File: config.mk
export PLATFORM = sky130hd
export DESIGN_NAME = pico_key_input_flat
export DESIGN_NICKNAME = d
export VERILOG_FILES = /design/src/rtl/pico_key_input_if.sv /design/src/rtl/pico_key_input.sv /design/src/flat_wrapper.sv
export SDC_FILE = /design/constraint.sdc
export NUM_CORES = 1
export LEC_CHECK = 0
export CORE_MARGIN = 2
export CORE_UTILIZATION = 25
export CTS_BUF_LIST = sky130_fd_sc_hd__clkbuf_4 sky130_fd_sc_hd__clkbuf_8
export DETAILED_ROUTE_END_ITERATION = 10
export DONT_BUFFER_PORTS = 1
export MAX_ROUTING_LAYER = met4
export SETUP_SLACK_MARGIN = 0.1
export SYNTH_ARGS = -nofsm -noshare
export SYNTH_HDL_FRONTEND = slang
export SYNTH_SLANG_ARGS = --single-unit
export TNS_END_PERCENT = 5
File: constraint.sdc
create_clock -name clk -period 1.4 [get_ports clk]
set_input_delay 0.28 -clock clk [delete_from_list [all_inputs] [get_ports clk]]
set_output_delay 0.28 -clock clk [all_outputs]
set_load 0.01 [all_outputs]
File: src/rtl/pico_key_input_if.sv
// CPU-side read bus of the PICO16a key/switch input peripheral.
// The CPU is the master. The peripheral is the slave.
interface pico_key_input_if;
  logic [1:0]  addr;
  logic        rd;
  logic [15:0] rdata;
  logic        irq;

  modport master (output addr, output rd, input rdata, input irq);
  modport slave  (input addr, input rd, output rdata, output irq);
endinterface

File: src/rtl/pico_key_input.sv
// PICO16a input peripheral: synchronised switches, debounced push buttons,
// clear-on-read press events and a level interrupt while any press is pending.
module pico_key_input #(
  parameter  int DEBOUNCE_CYCLES = 16,
  localparam int CNT_W           = $clog2(DEBOUNCE_CYCLES) + 1
) (
  input  logic             clk,
  input  logic             reset,
  input  logic [3:0]       key_n,
  input  logic [17:0]      sw,
  pico_key_input_if.slave  bus
);

  localparam logic [CNT_W-1:0] CNT_ZERO = {CNT_W{1'b0}};
  localparam logic [CNT_W-1:0] CNT_ONE  = CNT_W'(1);
  localparam logic [CNT_W-1:0] CNT_LAST = CNT_W'(DEBOUNCE_CYCLES - 1);

  logic [3:0]       key_meta_r;
  logic [3:0]       key_sync_r;
  logic [17:0]      sw_meta_r;
  logic [17:0]      sw_sync_r;
  logic [3:0]       key_state_r;
  logic [CNT_W-1:0] cnt_r [4];
  logic [3:0]       evt_r;
  logic [15:0]      rdata_r;
  logic             irq_r;

  logic [3:0]       key_pressed_s;
  logic [3:0]       state_next_s;
  logic [CNT_W-1:0] cnt_next_s [4];
  logic [3:0]       press_s;
  logic             clear_s;
  logic [3:0]       evt_next_s;
  logic [15:0]      read_mux_s;

  // Debounce, press detection, event update and read-data selection.
  always_comb begin
    key_pressed_s = ~key_sync_r;
    for (int k = 0; k < 4; k++) begin
      state_next_s[k] = key_state_r[k];
      cnt_next_s[k]   = cnt_r[k];
      if (key_pressed_s[k] == key_state_r[k]) begin
        cnt_next_s[k] = CNT_ZERO;
      end else if (cnt_r[k] == CNT_LAST) begin
        state_next_s[k] = key_pressed_s[k];
        cnt_next_s[k]   = CNT_ZERO;
      end else begin
        cnt_next_s[k] = cnt_r[k] + CNT_ONE;
      end
    end

    press_s = state_next_s & ~key_state_r;
    clear_s = bus.rd && (bus.addr == 2'd1);
    // A press on the clearing edge survives the clear.
    if (clear_s) begin
      evt_next_s = press_s;
    end else begin
      evt_next_s = evt_r | press_s;
    end

    case (bus.addr)
      2'd0:    read_mux_s = {12'h000, key_state_r};
      2'd1:    read_mux_s = {12'h000, evt_r};
      2'd2:    read_mux_s = sw_sync_r[15:0];
      2'd3:    read_mux_s = {14'h0000, sw_sync_r[17:16]};
      default: read_mux_s = 16'h0000;
    endcase
  end

  // All state, including the synchronisers and the registered bus outputs.
  always_ff @(posedge clk) begin
    if (reset) begin
      key_meta_r  <= 4'hF;
      key_sync_r  <= 4'hF;
      sw_meta_r   <= 18'h00000;
      sw_sync_r   <= 18'h00000;
      key_state_r <= 4'h0;
      for (int k = 0; k < 4; k++) begin
        cnt_r[k] <= CNT_ZERO;
      end
      evt_r       <= 4'h0;
      rdata_r     <= 16'h0000;
      irq_r       <= 1'b0;
    end else begin
      key_meta_r  <= key_n;
      key_sync_r  <= key_meta_r;
      sw_meta_r   <= sw;
      sw_sync_r   <= sw_meta_r;
      key_state_r <= state_next_s;
      for (int k = 0; k < 4; k++) begin
        cnt_r[k] <= cnt_next_s[k];
      end
      evt_r       <= evt_next_s;
      irq_r       <= |evt_next_s;
      if (bus.rd) begin
        rdata_r <= read_mux_s;
      end else begin
        rdata_r <= rdata_r;
      end
    end
  end

  assign bus.rdata = rdata_r;
  assign bus.irq   = irq_r;

endmodule

File: src/flat_wrapper.sv
// flat-port wrapper written by rule: the top's interface ports become plain ports
module pico_key_input_flat 
#(
  parameter  int DEBOUNCE_CYCLES = 16,
  localparam int CNT_W           = $clog2(DEBOUNCE_CYCLES) + 1
)
  (clk, reset, key_n, sw, bus_addr, bus_rd, bus_rdata, bus_irq);
  pico_key_input_if bus_i ();
  input  logic clk;
  input  logic reset;
  input  logic [3:0] key_n;
  input  logic [17:0] sw;
  input wire logic [$bits(bus_i.addr)-1:0] bus_addr;
  input wire logic [$bits(bus_i.rd)-1:0] bus_rd;
  output wire logic [$bits(bus_i.rdata)-1:0] bus_rdata;
  output wire logic [$bits(bus_i.irq)-1:0] bus_irq;
  assign bus_i.addr = bus_addr;
  assign bus_i.rd = bus_rd;
  assign bus_rdata = bus_i.rdata;
  assign bus_irq = bus_i.irq;
  pico_key_input #(.DEBOUNCE_CYCLES(DEBOUNCE_CYCLES)) u_core (.clk(clk), .reset(reset), .key_n(key_n), .sw(sw), .bus(bus_i));
endmodule
==> Word-level counts from Yosys, hierarchy flattened <==
Memory sizes are Yosys's and may differ from the RTL's.
Cells that the tools add are included.
{ "totals": {"elab_cells": 60, "mem_bits_rw": 20, "input_bits": 27, "ff_bits": 69, "memories": 1, "out_inout_bits": 17} }
{ "classes": {"n_addsub": 4, "n_bitwise": 8, "n_eq_ne": 11, "muxes": 25, "reduce_logical": 3} }
{ "memory_table": {"columns": ["memory", "depth", "word_bits", "read_ports", "rd_ports_with_merged_regs", "write_ports", "line_no", "text"], "rows": [
  ["u_core.cnt_r", 4, 5, 4, 0, 4, "pico_key_input.sv:23", "logic [CNT_W-1:0] cnt_r [4];"]
]} }
{ "op_table": {"columns": ["op", "n"], "rows": [
  ["one-hot mux 16 bit (4 select lines)", 1],
  ["two-way mux 5 bit", 12],
  ["adder 5 x 1 -> 5 bit (second input constant)", 4],
  ["equality test 5 x 4 -> 1 bit (second input constant)", 4],
  ["two-way mux 1 bit", 11],
  ["NOT 4 bit", 2],
  ["bitwise AND 4 bit", 1],
  ["equality test 1 bit", 4],
  ["equality test 2 bit (second input constant)", 2],
  ["two-way mux 4 bit", 1],
  ["OR 1 bit", 4],
  ["OR 4 bit", 1],
  ["OR reduction 4 bit", 1],
  ["equality test 2 x 1 -> 1 bit (second input constant)", 1],
  ["logical NOT 2 bit", 1],
  ["logical AND 1 bit", 1]
]} }

==> Depth between registers and ports, before layout <==
Gate-level depths: netlist (run 1).
{ "logic_depth": {"depth_word": 7, "mapped_depth": 6, "ltp_nobuf": 6} }

==> Worst setup path after synthesis (run 1) <==
No wires, ideal clock.
{ "synth_timing": {"kind": "register to register", "from": "mem u_core.cnt_r[3][0] (netlist name)", "to": "mem u_core.cnt_r[3][2] (netlist name)", "stages_incl_launch_ff": 6, "n_path_buf": 0, "synth_period_minus_slack_ps": 1494, "t_required_ps": 1335, "setup_time_ps": 65, "path_slack_ps": -94, "arrival_time_ps": 1429, "cell_sequence": "dfxtp_1 ha_1 and3_1 ha_1 or3_1 nor2_1"} }
{ "synth_lines": {"columns": ["element", "line_no"], "rows": [
  ["start: declaration", "pico_key_input.sv:23"]
]} }

==> results.toml, run 1 <==
[clocking]
tritoncts = "done"
cts-buffers-inserted = 9
clock-root-buffer = "clkbuf_8"
clock_path_buffers = 2
numClockSinks = 89
clock_latency_ns = 0.37
h-tree-depth = 3
clk_pin_slew_worst_paths_ns = 0.09

[finish]
diodes = 0
regArea_um2 = 1792
final_nets = 354
multi_input_area_um2 = 1256
fillers = 1192
drive_above_1_share_pct = 22.22
areaGrowthSynthToFinish_pct = 29.95

[timing]
worst_pin_slew_ns = 0.2544
fin_worst_skew_ns = 0.008882
period_share_pct = 99.03
finalHoldViolCount = 0
layout_setup_ws_ns = 0.01353
slew_viol_final = 0
setup_tns_ns = 0
max_slew_margin_pct = 82.99
rsz0062_at_grt = "yes"
fmax_mhz = 721.3
layout_min_cycle_time_ns = 1.386
setup_viol = 0

[floorplan]
fp.coreArea_um2 = 11520
die_w_um = 112.9
ioPinCount = 44
fp.dieArea_um2 = 12750
initial_utilization_pct = 25.76
rows = 39
die_h_um = 112.9

[critical_path]
cp_top_family = "flip-flops"
cpMostUsedCell = "ha_4"
cp_slowest_cell = "dfxtp_2"
crit_path_end_kind = "flop"
critPathMaxStageDelay_ns = 0.35
crit_required_ns = 1.66
worstSetupPathType = "reg2reg"
path_max_fanout = 3
crit_chain = "ha_4 > and3_4 > ha_4 > nor3b_4 > a211oi_2 > a31oi_1"
worst-path-buf-inv = 0
cp-start-kind = "flop"
cp.arrival_ns = 1.64

[power_and_ir_drop]
leakagePower_nw = 1.486
peakVddDrop_mv = 0.3912
powerDensity_nw_per_um2 = 1279

[global_route]
grt_first_pass_wirelength_um = 9549
grt_max_degree = 44
gr-total-overflow = 0
grtUsageTotal_pct = 10.12
grt_pass1_vias = 1972
antenna_found_initial = 0

[run_status]
status = "finished, violations left"
violations = "design-rule violations"

[yosys]
ys_seq_area_share_pct = 60.06
syn_avg_cell_area_um2 = 10.41
syn_area_um2 = 2967
synth_cell_types = 27
synth.ff_latch_count = 89
syn_inst = 285
ys_warn_count = 0
synth_nets = 320

[detailed_routing]
drt-wirelength-per-cell_um = 12.66
drtPass1Iterations = 7
drt-initial-drc-count = 164
vias = 1970
drc_errors = 1
vias_per_cell = 4.218
wl_um = 5914
drtAntennaViolNets = 0

[min_path]
hold_path.class = "in2reg"

[place]
place_congestion = 0.7315
dpl.hpwl_um = 3563
port_buffers = 0
dp_slack_ns = -0.04918

[job]
cap_violations = 0
[synthesized netlist by cell type]
library cell | number | area share [%]
dfxtp_1 | 89 | 60
nor2b_1 | 49 | 10
nor2_1 | 47 | 5.9
a21oi_1 | 15 | 2.5
ha_1 | 8 | 3.4
inv_1 | 8 | 1.0
or2_2 | 8 | 1.7
a211oi_1 | 7 | 1.8
buf_2 | 6 | 1.0
clkbuf_1 | 6 | 0.76
xor2_1 | 6 | 1.8
and3_1 | 4 | 0.84
mux2i_1 | 4 | 1.3
nand3_1 | 4 | 0.67
xnor2_1 | 4 | 1.2
or3_1 | 3 | 0.63
a2bb2oi_1 | 2 | 0.59
and2_0 | 2 | 0.42
mux4_2 | 2 | 1.5
nand2_1 | 2 | 0.25
nor3b_1 | 2 | 0.51
o21ai_0 | 2 | 0.34
a22oi_1 | 1 | 0.25
a31oi_1 | 1 | 0.21
and3b_2 | 1 | 0.34
buf_6 | 1 | 0.38
nand3b_1 | 1 | 0.25
[worst reg2reg max path, delay by kind of cell (launching register included)]
family,cells,cell delay [ns]
AOI/OAI and AO/OA,2,0.31
and+or+nand+nor,2,0.30
adders and majority gates,2,0.32
DFF,1,0.35
[report_power, final]
part	internal [mW]	switching [mW]	total, mW
clock	1.20	0.924	2.13
combinational	0.107	0.0645	0.171
sequential	2.60	0.0333	2.63
[per-stage QoR]
step | utilization (%) | total power, mW | hold slack, ns | std cells | instance area, um2
3_5_place_dp | 27.46 | 2.781 | 0.3603 | 423 | 3162
4_1_cts | 32.57 | 4.994 | 0.0007195 | 466 | 3751
2_1_floorplan | - | 2.798 | 0.3838 | 285 | 2987
6_report | 33.47 | 4.930 | 0.02372 | 467 | 3855
5_1_grt | 33.47 | 5.127 | 0.002433 | 467 | 3855
3_3_place_gp | 27.46 | 2.779 | 0.3643 | 423 | 3162
[worst paths after layout]
check                        from                    to  slack, ns  cells past startpoint
max            u_core.cnt_r[0][1]        u_core.bus.irq       0.01                      6
min                         reset  u_core.key_meta_r[0]       0.02                      1
max reg2reg    u_core.cnt_r[0][1]        u_core.bus.irq       0.01                      6
min reg2reg  u_core.key_meta_r[2]  u_core.key_sync_r[2]       0.42                      1
[repair_timing]
item                                    in CTS  in global routing
pin swaps                                   15                 11
gates resized for setup                     19                 21
endpoints found under the setup margin      26                 31
hold buffers                                25                  1
setup buffers                                2                  0
endpoints found under the hold margin       65                  3
[final cells by class]
class | count | share of cell area, %
Tap cell | 143 | 4.641
Multi-Input combinational cell | 175 | 32.59
Clock buffer | 9 | 3.213
Clock inverter | 7 | 3.213
Sequential cell | 89 | 46.48
Timing Repair Buffer | 36 | 9.088
Inverter | 8 | 0.7790
[cells in the final DEF, fill, tap and decap left out, drive strengths merged, types with 2 or more instances in the layout]
cell type,n
a2bb2oi,2
xnor2,4
nand3,4
or2,8
inv,11
nand2,2
o21ai,2
clkbuf,9
dlymetal6s4s,2
nor3b,2
a211oi,7
xor2,6
mux4,2
ha,8
and3,4
mux2i,4
nor2b,49
a21oi,15
dlygate4sd3,23
bufinv,3
dfxtp,89
nor2,47
or3,3
and2,2
buf,11
[flip-flops by register name (all words and copies together), names as in the netlist]
name and flops:
u_core.cnt_r 20, u_core.sw_meta_r 18, u_core.sw_sync_r 18, u_core.bus.rdata 16, u_core.evt_r 4, u_core.key_meta_r 4
u_core.key_state_r 4, u_core.key_sync_r 4, u_core.bus.irq 1
[kinds of logic (layout without fill, tap and decap cells)]
group | count (synthesis) | in the layout | synth area share (%)
fa+ha+maj | 8 | 8 | 3.374
mux | 6 | 6 | 2.868
simple gates | 123 | 123 | 21.89
compound gates | 28 | 28 | 5.694
buf+inv | 21 | 60 | 3.163
xor+xnor | 10 | 10 | 2.952
flops | 89 | 89 | 60.06
[metal layers]
metal	share of wire (%)	wire length, um	track usage (%)	up-vias
li1	-	-	-	989
met1	43	2528	10.99	933
met2	51	3004	16.35	34
met3	4.0	239	3.856	14
met4	2.4	141	4.878	0
met5	0	0	-	-
Power figures use the tool's default switching activity.
==> run 2, diff against run 1 <==
--- a/config.mk
+++ b/config.mk
@@ -5,12 +5,13 @@
 export SDC_FILE = /design/constraint.sdc
 export NUM_CORES = 1
 export LEC_CHECK = 0
-export CORE_MARGIN = 2
+export CORE_MARGIN = 5
 export CORE_UTILIZATION = 25
 export CTS_BUF_LIST = sky130_fd_sc_hd__clkbuf_4 sky130_fd_sc_hd__clkbuf_8
 export DETAILED_ROUTE_END_ITERATION = 10
 export DONT_BUFFER_PORTS = 1
 export MAX_ROUTING_LAYER = met4
+export REMOVE_ABC_BUFFERS = 1
 export SETUP_SLACK_MARGIN = 0.1
 export SYNTH_ARGS = -nofsm -noshare
 export SYNTH_HDL_FRONTEND = slang
==> results.toml, run 2 (same netlist as run 1, synthesis figures left out) <==
[global_route]
grt_pass1_vias = 1996
grt_first_pass_wirelength_um = 9473
grt_max_degree = 44
gr-total-overflow = 0
antenna_found_initial = 0
grtUsageTotal_pct = 8.804

[clocking]
cts-buffers-inserted = 9
clock_latency_ns = 0.36
clock_path_buffers = 2
h-tree-depth = 3
tritoncts = "done"
numClockSinks = 89
clock-root-buffer = "clkbuf_8"
clk_pin_slew_worst_paths_ns = 0.08

[detailed_routing]
drtAntennaViolNets = 0
drc_errors = 0
vias_per_cell = 4.215
drtPass1Iterations = 6
drt-initial-drc-count = 76
vias = 1939
drt-wirelength-per-cell_um = 12.66
wl_um = 5824

[min_path]
hold-path-cell-count = 1
hold_path.class = "in2reg"
worstHoldStart = "bus_rd"
whs_endpoint = "u_core.bus.rdata[3]"

[critical_path]
crit_required_ns = 1.69
reg2reg_slack_ns = -0.006
crit_path_end_kind = "flop"
worstReg2RegStart = "u_core.cnt_r[3][0]"
reg2reg_depth = 5
worstSetupPathType = "reg2reg"
cp.arrival_ns = 1.70
timing.rr.end = "u_core.cnt_r[3][4]"
path_max_fanout = 5
cp-start-kind = "flop"
startpoint = "u_core.cnt_r[3][0]"

[timing]
slew_viol_final = 0
fmax_mhz = 711.1
rsz0062_at_grt = "yes"
finalHoldViolCount = 0
setup_viol = 1
worst_pin_slew_ns = 0.2999
layout_setup_ws_ns = -0.006220
max_slew_margin_pct = 79.93
fin_worst_skew_ns = 0.008869
period_share_pct = 100.4
setup_tns_ns = -0.006220
layout_min_cycle_time_ns = 1.406

[finish]
layout_commonest_cell = "dfxtp_1"
drive_above_1_share_pct = 25.55
final_util_pct = 32.77
final_nets = 347
largest_reg_flops = 20
final_cell_mix = "81 x dfxtp_1, 49 x nor2b_1, 36 x nor2_1"
regMostFlops = "u_core.cnt_r"
top_regs = "u_core.cnt_r: 20 flops, u_core.sw_meta_r: 18 flops, u_core.sw_sync_r: 18 flops"
diodes = 0
fin_cells = 460
areaGrowthSynthToFinish_pct = 27.20

[place]
port_buffers = 0
dp_slack_ns = -0.1371
place_inst = 423
place_congestion = 0.6458
dpl.hpwl_um = 3344

[run_status]
violations = "negative setup slack"
status = "finished, violations left"

[power_and_ir_drop]
powerDensity_nw_per_um2 = 1201
peakVddDrop_mv = 0.5916
leakagePower_nw = 1.415
power_mw = 4.533

[job]
cap_violations = 0

[floorplan]
die_h_um = 118.9
fp.dieArea_um2 = 14140
fp.coreArea_um2 = 11520
ioPinCount = 44
die_w_um = 118.9
rows = 39
initial_utilization_pct = 25.76
==> run 2: area by class of cell <==
cell class	count	area, um2
inverter	8	30.03
multi-input combinational	175	1291
clock buffer	10	131.4
sequential	89	1794
timing repair buffer	29	280.3
clock inverter	6	67.56
fill	1168	7742
tap	143	178.9
==> run 2: where the power goes <==
part           internal, mW  switching, mW
clock network         0.850          0.894
registers              2.60         0.0283
logic                0.0969         0.0656
==> run 2: per-layer routing <==
metal	track usage, %	wire length, um
met2	14.10	2894
met3	2.654	278
met4	4.779	134
met1	9.868	2517
met5	-	0
==> run 2: critical path, cell delays in order (launching register included) <==
cell and delay (ns):
dfxtp_2 0.33, ha_2 0.18, and3_4 0.17, ha_4 0.15
or3_4 0.40, nor2_1 0.12
==> run 2: per-stage QoR <==
stage | hold WS [ns] | instance area, um2
after floorplan | 0.3491 | 2903
after global routing | -0.001204 | 3774
after CTS | 0.004311 | 3672
final | 0.02198 | 3774
after detailed placement | 0.3590 | 3142
after global placement | 0.3605 | 3142
==> run 2: repair_timing <==
action | in CTS | in global routing
endpoints found under the hold margin | 61 | 0
hold buffers | 20 | 0
setup buffers | 1 | 0
resized for setup | 30 | 26
pin swaps | 21 | 11
setup endpoints to repair | 29 | 29
==> run 2: worst max-delay path by stage <==
stage | cells after the start | slack [ns] | endpoint
3_5_place_dp | 5 | -0.14 | u_core.cnt_r[0][3]
3_3_place_gp | 5 | -0.09 | u_core.cnt_r[3][2]
4_1_cts | 5 | 0.0001 | u_core.cnt_r[3][4]
5_1_grt | 6 | -0.07 | u_core.bus.irq
6_report | 5 | -0.006 | u_core.cnt_r[3][4]
2_1_floorplan | 5 | -0.09 | u_core.cnt_r[3][2]
==> run 3, diff against run 2 <==
--- a/config.mk
+++ b/config.mk
@@ -10,6 +10,7 @@
 export CTS_BUF_LIST = sky130_fd_sc_hd__clkbuf_4 sky130_fd_sc_hd__clkbuf_8
 export DETAILED_ROUTE_END_ITERATION = 10
 export DONT_BUFFER_PORTS = 1
+export GPL_TIMING_DRIVEN = 0
 export MAX_ROUTING_LAYER = met4
 export REMOVE_ABC_BUFFERS = 1
 export SETUP_SLACK_MARGIN = 0.1
==> results.toml, run 3 (same netlist as run 1, synthesis figures left out) <==
[critical_path]
crit_path_end_kind = "flop"
timing.rr.end = "u_core.cnt_r[3][1]"
cp_top_family = "simple AND/OR/NAND/NOR gates"
crit_chain = "ha_4 > and3_4 > ha_4 > or3_4 > nor2_1"
cp-start-kind = "flop"
cpMostUsedCell = "ha_4"
reg2reg_slack_ns = -0.02
path_max_fanout = 5
crit_required_ns = 1.68
worst-path-buf-inv = 0
cp_slowest_cell = "or3_4"
critPathMaxStageDelay_ns = 0.40
worstReg2RegStart = "u_core.cnt_r[3][0]"
reg2reg_depth = 5
worstSetupPathType = "reg2reg"
cp.arrival_ns = 1.70

[finish]
drive_above_1_share_pct = 20.32
regArea_um2 = 1789
layout_commonest_cell = "dfxtp_1"
fin_area_um2 = 3751
largest_reg_flops = 20
fillers = 1179
diodes = 0
top_regs = "u_core.cnt_r: 20 flops, u_core.sw_meta_r: 18 flops, u_core.sw_sync_r: 18 flops"
final_nets = 345
fin_cells = 458
areaGrowthSynthToFinish_pct = 26.44
final_util_pct = 32.57
multi_input_area_um2 = 1272
regMostFlops = "u_core.cnt_r"
final_cell_mix = "83 x dfxtp_1, 49 x nor2b_1, 41 x nor2_1"

[floorplan]
die_w_um = 118.9
initial_utilization_pct = 25.76
fp.dieArea_um2 = 14140
fp.coreArea_um2 = 11520
die_h_um = 118.9
ioPinCount = 44
rows = 39

[clocking]
h-tree-depth = 3
clock_latency_ns = 0.35
clock-root-buffer = "clkbuf_8"
clk_pin_slew_worst_paths_ns = 0.09
clock_path_buffers = 2
tritoncts = "done"
cts-buffers-inserted = 9
numClockSinks = 89

[power_and_ir_drop]
p_seq_share_pct = 56.8
combPwrFrac_pct = 3.6
peakVddDrop_mv = 0.5826
power.internal_mw = 3.602
swShare_pct = 22.11
powerDensity_nw_per_um2 = 1233
power_frac_clock_pct = 39.6
p_sw_mw = 1.023
leakagePower_nw = 1.394

[global_route]
use_met2_pct = 14.25
grt_first_pass_wirelength_um = 9356
grt_max_degree = 44
top_usage_layer = "met2"
gr-total-overflow = 0
grt_use_met1_pct = 9.371
antenna_found_initial = 0
grtUsageTotal_pct = 8.620
grt_pass1_vias = 2019
use_met3_pct = 3.175

[detailed_routing]
drt-wirelength-per-cell_um = 12.34
wl_um = 5650
drtPass1Iterations = 4
drtAntennaViolNets = 0
drt-initial-drc-count = 64
drc_errors = 0
vias = 1916
vias_per_cell = 4.183

[timing]
rsz0062_at_grt = "yes"
setup_viol = 3
max_slew_margin_pct = 78.02
period_share_pct = 101.2
layout_min_cycle_time_ns = 1.416
holdWs_ns = 0.02663
finalHoldViolCount = 0
fmax_mhz = 706.1
layout_setup_ws_ns = -0.01623
slew_viol_final = 0
fin_worst_skew_ns = 0.008070
worst_pin_slew_ns = 0.3286
setup_tns_ns = -0.02670

[min_path]
whs_endpoint = "u_core.key_meta_r[2]"
worstHoldStart = "key_n[2]"
hold_path.class = "in2reg"
hold-path-cell-count = 1

[place]
port_buffers = 0
dpl-instance-area_um2 = 3082
dpl.hpwl_um = 3312
place_inst = 415
place_congestion = 0.6956

[job]
cap_violations = 0

[run_status]
status = "finished, violations left"
violations = "negative setup slack"
run 3: cell count changes in the layout (fill, tap and decap cells not counted), sizes merged:
cell,before,now
buf,10,5
dlygate4sd3,18,22
clkinvlp,2,0
inv,9,11
dlymetal6s4s,1,0
run 3: how the worst max path moves through the flow:
stage	end	start	slack [ns]	depth (start not counted)
final	u_core.cnt_r[3][1]	u_core.cnt_r[3][0]	-0.02	5
after global routing	u_core.cnt_r[3][1]	u_core.cnt_r[3][0]	-0.05	5
after detailed placement	u_core.cnt_r[3][2]	u_core.cnt_r[3][0]	-0.21	5
after global placement	u_core.bus.irq	u_core.cnt_r[3][0]	-0.18	6
after floorplan	u_core.cnt_r[3][2]	u_core.cnt_r[3][0]	-0.09	5
after CTS	u_core.cnt_r[3][1]	u_core.cnt_r[3][0]	-0.003	5
run 3: layer usage:
layer / part of all wire, % / wire length (um)
met1: 44 / 2495
met2: 49 / 2746
met3: 4.6 / 259
met4: 2.6 / 148
met5: 0 / 0
run 3: what timing repair did:
item	in CTS	in global routing
endpoints found under the setup margin	24	27
setup buffers	4	0
resized for setup	27	17
gates cloned	0	0
endpoints found under the hold margin	64	0
hold buffers	23	0
pin swaps	16	8
run 3: power groups by stage:
stage,Sequential [mW],Combinational [mW],Clock [mW]
2_1_floorplan,2.68,0.0771,0
3_3_place_gp,2.68,0.0870,0
3_5_place_dp,2.68,0.0882,0
4_1_cts,2.63,0.165,1.90
5_1_grt,2.64,0.187,2.00
6_report,2.63,0.168,1.83
run 3: area by class of cell:
type	instances	share of cell area (%)
clock inverter	6	1.935
multi-input combinational	175	33.92
timing repair buffer	27	7.205
tap	143	4.770
sequential	89	47.70
clock buffer	10	3.669
inverter	8	0.8005
run 3: stage by stage:
step,worst slack (ns),power (mW)
floorplan,-0.09384,2.754
global placement,-0.1818,2.771
detailed placement,-0.2100,2.773
CTS,-0.002679,4.696
global route,-0.05408,4.826
finish,-0.01623,4.624
